[src/rtl/soc_ahb3_sram_slave.sv]
// AHB3-Lite slave front-end for a single-port SRAM (soc_sram_sp).
// Define SOC_AHB3_SRAM_ERR_EN to enable range/size/alignment ERROR responses.
module soc_ahb3_sram_slave #(
   parameter int PLEN          = 32,
   parameter int XLEN          = 32,
   parameter int MEM_SIZE_BYTE = 'h4000,
   parameter int WORD_AW       = PLEN-2
) (
   input  logic               clk,
   input  logic               rst,
   input  logic               HSEL,
   input  logic [PLEN-1:0]    HADDR,
   input  logic [XLEN-1:0]    HWDATA,
   output logic [XLEN-1:0]    HRDATA,
   input  logic               HWRITE,
   input  logic [2:0]         HSIZE,
   input  logic [2:0]         HBURST,
   input  logic [3:0]         HPROT,
   input  logic [1:0]         HTRANS,
   input  logic               HREADY,
   output logic               HREADYOUT,
   output logic               HRESP,
   output logic               sram_ce,
   output logic               sram_we,
   output logic               sram_oe,
   output logic [WORD_AW-1:0] sram_waddr,
   output logic [XLEN-1:0]    sram_din,
   output logic [3:0]         sram_sel,
   input  logic [XLEN-1:0]    sram_dout
);

   typedef enum logic [2:0] {S_IDLE, S_WDATA, S_RSTALL, S_RDATA, S_ERR1, S_ERR2} state_t;

   typedef struct packed {
      logic [WORD_AW-1:0] addr;
      logic [3:0]         sel;
   } req_t;

   state_t             state, state_nxt;
   req_t               req;
   logic [XLEN-1:0]    hrdata_q;
   logic               accept, err, rd_now;
   logic [PLEN-3:0]    haddr_word;
   logic [WORD_AW-1:0] waddr_a;
   logic [3:0]         sel_a;
   logic               unused_ok;

   assign accept     = HSEL & HREADY & HTRANS[1];
   assign haddr_word = HADDR[PLEN-1:2];
   assign waddr_a    = haddr_word[WORD_AW-1:0];
   assign unused_ok  = ^{HBURST, HPROT, HTRANS[0], haddr_word};

   always_comb begin
      case (HSIZE)
         3'd0:    sel_a = 4'b0001 << HADDR[1:0];
         3'd1:    sel_a = 4'b0011 << {HADDR[1], 1'b0};
         default: sel_a = 4'b1111;
      endcase
   end

`ifdef SOC_AHB3_SRAM_ERR_EN
   assign err = accept & ((HADDR >= PLEN'(MEM_SIZE_BYTE)) | (HSIZE > 3'd2) |
                          ((HSIZE == 3'd1) & HADDR[0]) |
                          ((HSIZE == 3'd2) & (|HADDR[1:0])));
`else
   assign err = 1'b0;
`endif

   // A read can only use the port right away when no write data phase owns it.
   assign rd_now = accept & ~err & ~HWRITE & (state != S_WDATA) & (state != S_RSTALL);

   always_comb begin
      state_nxt = S_IDLE;
      if (accept)
         state_nxt = err ? S_ERR1 : (HWRITE ? S_WDATA : S_RDATA);
      case (state)
         S_WDATA:  if (accept & ~err & ~HWRITE) state_nxt = S_RSTALL;
         S_RSTALL: state_nxt = S_RDATA;
         S_ERR1:   state_nxt = S_ERR2;
         default:  ;
      endcase

      HREADYOUT  = (state != S_RSTALL) & (state != S_ERR1);
      HRESP      = 1'b0;
`ifdef SOC_AHB3_SRAM_ERR_EN
      HRESP      = (state == S_ERR1) | (state == S_ERR2);
`endif
      HRDATA     = (state == S_RDATA) ? sram_dout : hrdata_q;
      sram_ce    = 1'b0;
      sram_we    = 1'b0;
      sram_oe    = 1'b0;
      sram_waddr = req.addr;
      sram_sel   = 4'b0000;
      sram_din   = HWDATA;
      case (state)
         S_WDATA:  begin sram_ce = 1'b1; sram_we = 1'b1; sram_sel = req.sel; end
         S_RSTALL: begin sram_ce = 1'b1; sram_oe = 1'b1; sram_sel = req.sel; end
         default:  ;
      endcase
      if (rd_now) begin
         sram_ce    = 1'b1;
         sram_oe    = 1'b1;
         sram_waddr = waddr_a;
         sram_sel   = sel_a;
      end
      // Reset cancels whatever access was in flight this cycle.
      if (rst) begin
         sram_ce   = 1'b0;
         sram_we   = 1'b0;
         sram_oe   = 1'b0;
         sram_sel  = 4'b0000;
         HREADYOUT = 1'b1;
         HRESP     = 1'b0;
         HRDATA    = hrdata_q;
      end
   end

   always_ff @(posedge clk) begin
      if (rst) begin
         state    <= S_IDLE;
         req      <= '0;
         hrdata_q <= '0;
      end else begin
         state <= state_nxt;
         if (accept)
            req <= '{addr: waddr_a, sel: sel_a};
         if (state == S_RDATA)
            hrdata_q <= sram_dout;
      end
   end

endmodule
[config.mk]
export PLATFORM = sky130hd
export DESIGN_NAME = soc_ahb3_sram_slave
export DESIGN_NICKNAME = d
export VERILOG_FILES = /design/src/rtl/soc_ahb3_sram_slave.sv
export SDC_FILE = /design/constraint.sdc
export NUM_CORES = 1
export LEC_CHECK = 0
export ABC_AREA = 1
export BUFFER_PORTS_ARGS = -buffer_cell sky130_fd_sc_hd__buf_2
export CORE_MARGIN = 1.5
export CORE_UTILIZATION = 30
export CTS_CLUSTER_SIZE = 10
export DETAILED_ROUTE_END_ITERATION = 16
export PLACE_DENSITY = 0.57
export SYNTH_ARGS = -nofsm -noshare
export SYNTH_HDL_FRONTEND = slang
export SYNTH_SLANG_ARGS = --single-unit
[constraint.sdc]
create_clock -name clk -period 1.9 [get_ports clk]
set_input_delay 0.38 -clock clk [delete_from_list [all_inputs] [get_ports clk]]
set_output_delay 0.38 -clock clk [all_outputs]
set_load 0.1 [all_outputs]
### Word-level counts from Yosys, hierarchy flattened

Index checks and enable logic that the tools add are counted.

* equality and inequality tests: 8
* shifts and indexed selects: 2
* mux-type cells: 20
* bitwise operators: 7
* reduce and logical (&&, ||, !) cells: 2

Operators by type and width (number)
* two-way mux 32 bit: 2
* two-way mux 30 bit: 1
* two-way mux 4 bit: 3
* two-way mux 1 bit: 9
* one-hot mux 3 bit (3 select lines): 1
* one-hot mux 4 bit (2 select lines): 1
* bitwise AND 1 bit: 6
* == test 3 x 1 -> 1 bit, second input constant: 2
* == test 3 x 2 -> 1 bit, second input constant: 2
* two-way mux 2 bit: 3
* left shift 1 x 2 -> 4 bit, first input constant: 1
* left shift 2 x 2 -> 4 bit, first input constant: 1
* == test 3 bit, second input constant: 1
* logical NOT 3 bit: 1
* inequality test 3 x 1 -> 1 bit, second input constant: 1
* inequality test 3 x 2 -> 1 bit, second input constant: 1
* inequality test 3 bit, second input constant: 1
* OR reduction 2 bit: 1
* inverter 1 bit: 1

* flip-flop bits (word level): 69
* input bits: 113
* output and inout bits: 103

### Longest topological paths before layout

* depth after elaboration: 7
* mapped depth: 7
* mapped depth without buffers: 6

### Worst setup path before layout

Ideal clock, no wire load.

* path kind: input-to-output
* from: input rst
* to: output HRDATA[12]
* arrival: 3.100 ns
* path slack: -1.580 ns
* stages on the path: 5
* buffers on the path: 2
* path through: buf_2 -> inv_2 -> clkbuf_1 -> o21ai_0 -> o21ai_0

* word-level cells in the longest chain between the ends: 1

RTL lines
* start, declared: RTL line 10 `input logic rst,`
* two-way mux 32 bit: RTL line 107 `if (rst) begin`
* end, declared: RTL line 14 `output logic [XLEN-1:0] HRDATA,`

No other way between the ends.

### Final worst setup path

* from: register state[0]
* to: output sram_waddr[13]

* word-level cells in the longest chain between the ends: 4

RTL lines
* start, declared: RTL line 39 `state_t state, state_nxt;`
* start signal, assigned: RTL line 124 `state <= state_nxt;`
* inequality test 3 x 1 -> 1 bit: RTL line 70 `assign rd_now = accept & ~err & ~HWRITE & (state != S_WDATA) & (state != S_RSTALL);`
* bitwise AND 1 bit: RTL line 70
* bitwise AND 1 bit (*): RTL line 70
* two-way mux 30 bit (*): RTL line 100 `if (rd_now) begin`
* end, declared: RTL line 26 `output logic [WORD_AW-1:0] sram_waddr,`

Every way passes the cells marked *; elsewhere a longest branch is shown, timed or not.

==> impl_summary.log <==
INFO  metric cts_buffer_depth = 2
INFO  metric cts_hold_repair.buffers = 0
INFO  metric die_area = 0.0121 mm2
INFO  metric cts-root-buf = clkbuf_16
INFO  metric report.final.slew_viol_count = 0
INFO  metric ant_diodes = 0
INFO  metric final_nets = 758
INFO  metric arr_time_crit_path = 1770 ps
INFO  metric die_width = about 110 um
INFO  metric totalNegativeSetupSlack = -11370 ps
INFO  metric synth-adder-area-share = 0%
INFO  metric tritoncts_buffers = 9
INFO  metric number_of_global_route_vias_before_repair = 3764
INFO  metric timing.critical_path.cells = inv_2, nand3_2, nand2_2, nor2_4, buf_6, buf_16, buf_12, o21ai_4, buf_12
INFO  metric worstSetupPathType = flip-flop to output pin
INFO  metric power.density = 611 mW/mm2
INFO  metric globalplace.congestion = ~0.75
INFO  metric clock_tree.htree_level_count = 3
INFO  metric nFillCells = 860
INFO  metric post_synth_inst_count = 505
INFO  metric synth_top_family_by_area = compound AO/OA/AOI/OAI gates
INFO  metric initial_cell_density_of_the_core = 31.1%
INFO  metric drtAntennaViolNets = 0
INFO  metric floorplan.io_pins = 216
INFO  metric tritoncts = yes
INFO  metric critical_path.most_common_cell = buf_12
INFO  metric drv.max_cap_violation_count = 0
INFO  metric first_pass_iters = 6
INFO  metric power.leakage = 2.90 nW
INFO  metric critical_path_required = 1520 ps
INFO  metric die_height = 110 um
INFO  metric grt_max_degree = 61
INFO  metric synthesis.nets = about 620
INFO  metric overflow = 0
INFO  metric number_of_antenna_violations_at_the_first_check_in_global_routing = 0
INFO  metric final_layout_size_suffix_gt1_share = between 50% and 60%
INFO  metric yosys_warns = 0
INFO  metric wl_per_cell = 14.4 um
INFO  metric core.rowCount = 38
INFO  metric failed_checks = setup timing
INFO  metric yosys-mux-area-fraction = 0%
INFO  metric synth-compound-area-share = between 20% and 30%
INFO  metric result_of_the_run = finished, violations left
INFO  metric post-dp-hpwl = ~7.4 mm
INFO  metric numClockSinks = 69
INFO  metric synth_xor_area_share = 0%
INFO  metric critPathMaxStageDelay = approximately 380 ps
INFO  metric post_synth_and_or_nand_nor_area_fraction = 17.6%
INFO  metric tightest_hold_check_type = input pin to flip-flop
INFO  metric grt_setup_unrepaired = true
INFO  metric post-route-period-util = 113%
INFO  metric dp_worst_setup_slack = -97.2 ps
INFO  metric clk_pin_slew = 60 ps
INFO  metric maxClockFrequency = 0.464 GHz
INFO  metric track_usage = 17.9%
INFO  metric routed_wirelength = 11.4 mm
INFO  metric syn_area_cell = 6.77 um2
INFO  metric port_buffers = 142
INFO  metric ys_ff_latch = 69
INFO  metric drc = 0
INFO  metric syn-cell-area = 0.00342 mm2
INFO  metric synth.distinct_cells = 22
INFO  metric routed-via-count = roughly 3800
INFO  metric critical_path_capture_point_type = output pin
INFO  metric area_delta_synth_final = 111%
INFO  metric via_per_inst = 4.85
INFO  metric setup_violations = 66
INFO  metric timing.critical_path.slowest_stage_cell = dfxtp_4
INFO  metric most_frequent_cells_in_the_layout = o21ai_4 (92), buf_12 (81), buf_2 (72)
INFO  metric multiInputGateArea = approximately 0.0027 mm2
INFO  metric peakVddDrop = 0.439 mV
INFO  metric final_period_minus_worst_setup_slack = 2150 ps
INFO  metric skew = 9.94 ps
INFO  metric layout.cells.most_common = o21ai_4
INFO  metric worstSkewPairLatency = 330 ps
INFO  metric path_max_fanout = 7
INFO  metric fp.coreArea = 0.0110 mm2
INFO  metric first_pass_grt_wire_length = 17.1 mm
INFO  metric drt-initial-drc-count = 156
INFO  metric startpoint_type = flip-flop
INFO  metric fin_ws = -255 ps
INFO  metric seq_area = 0.00139 mm2
INFO  metric hold_viol = 0
INFO  metric synth.yosys.seq_area_share = 40.4%
[per-layer routing]
metal  vias to the layer above  wire length, um  GRT usage (%)
li1                       1883                -              -
met2                       125             5790           31.1
met5                         -                0              0
met1                      1804             4660           21.1
met4                         0              103           5.01
met3                        18              841           5.57
[Yosys cell counts]
cell	number	area [um2]
o21ai_1	16	80.1
nand2_2	1	6.26
nor3_1	1	5.00
inv_1	46	173
nor2_4	1	11.3
nand3_1	1	5.00
nand2_1	72	270
nand3_2	3	30.0
nor4_1	1	6.26
conb_1	1	3.75
dfxtp_1	69	1380
o21ai_0	118	591
buf_2	8	40.0
buf_1	2	7.51
a21oi_1	38	190
nor2_1	70	263
inv_2	1	3.75
clkbuf_1	17	63.8
o31ai_1	1	7.51
buf_4	36	270
a31oi_1	1	6.26
nand4_1	1	6.26
[path summary, 6_finish.rpt]
path,from,to,slack [ps],cells past startpoint
max reg2reg,state[0]$_SDFF_PP0_,hrdata_q[14]$_SDFF_PP0_,660,6
min,sram_dout[28],hrdata_q[28]$_SDFF_PP0_,310,3
min reg2reg,state[1]$_SDFF_PP0_,state[2]$_SDFF_PP0_,500,1
max,state[0]$_SDFF_PP0_,sram_waddr[13],-250,9
[state kept, by name (all words and copies together), names as in the netlist]
signal / cells
hrdata_q: 32
state: 3
req: 34
[metrics by stage]
step	instances	hold slack [ps]	cell area [um2]	total power, mW	util, %
2_1_floorplan	505	469	4240	2.51	-
3_3_place_gp	751	485	6030	2.58	54.9
3_5_place_dp	751	488	6030	2.59	54.9
4_1_cts	783	315	6700	4.40	61.0
5_1_grt	790	320	7230	4.58	65.8
6_report	790	305	7230	4.42	65.8
[what timing repair did]
action,in CTS,in global routing
setup endpoints to repair,67,69
pin swaps,14,37
setup buffers,14,7
gates cloned,3,3
resized for setup,41,84
[power breakdown]
part	switching, mW	total (mW)	leakage [nW]	internal (mW)
Clock	0.631	1.77	0.150	1.13
Combinational	0.715	1.14	2.19	0.425
Sequential	0.0202	1.51	0.562	1.49
[critical path, delay by kind of cell, from the launching register on]
kind	cells	cell delay (ps)
buffers and inverters	5	670
AND/OR/NAND/NOR	3	240
AO/OA/AOI/OAI	1	150
flip-flops	1	380
[layout make-up]
class                   count  area share [%]
inverters                  47            2.56
clock inverters             4           0.745
repair buffers            192            33.5
multi-input cells         326            37.8
flip-flops and latches     69            19.2
well taps                 140            2.42
clock buffers              12            3.71
[logic make-up after synthesis]
group                  after synthesis
AOI/OAI and AO/OA                  174
other                                1
and+or+nand+nor                    151
DFF                                 69
buffers and inverters              110
Power figures use the tool's default switching activity.
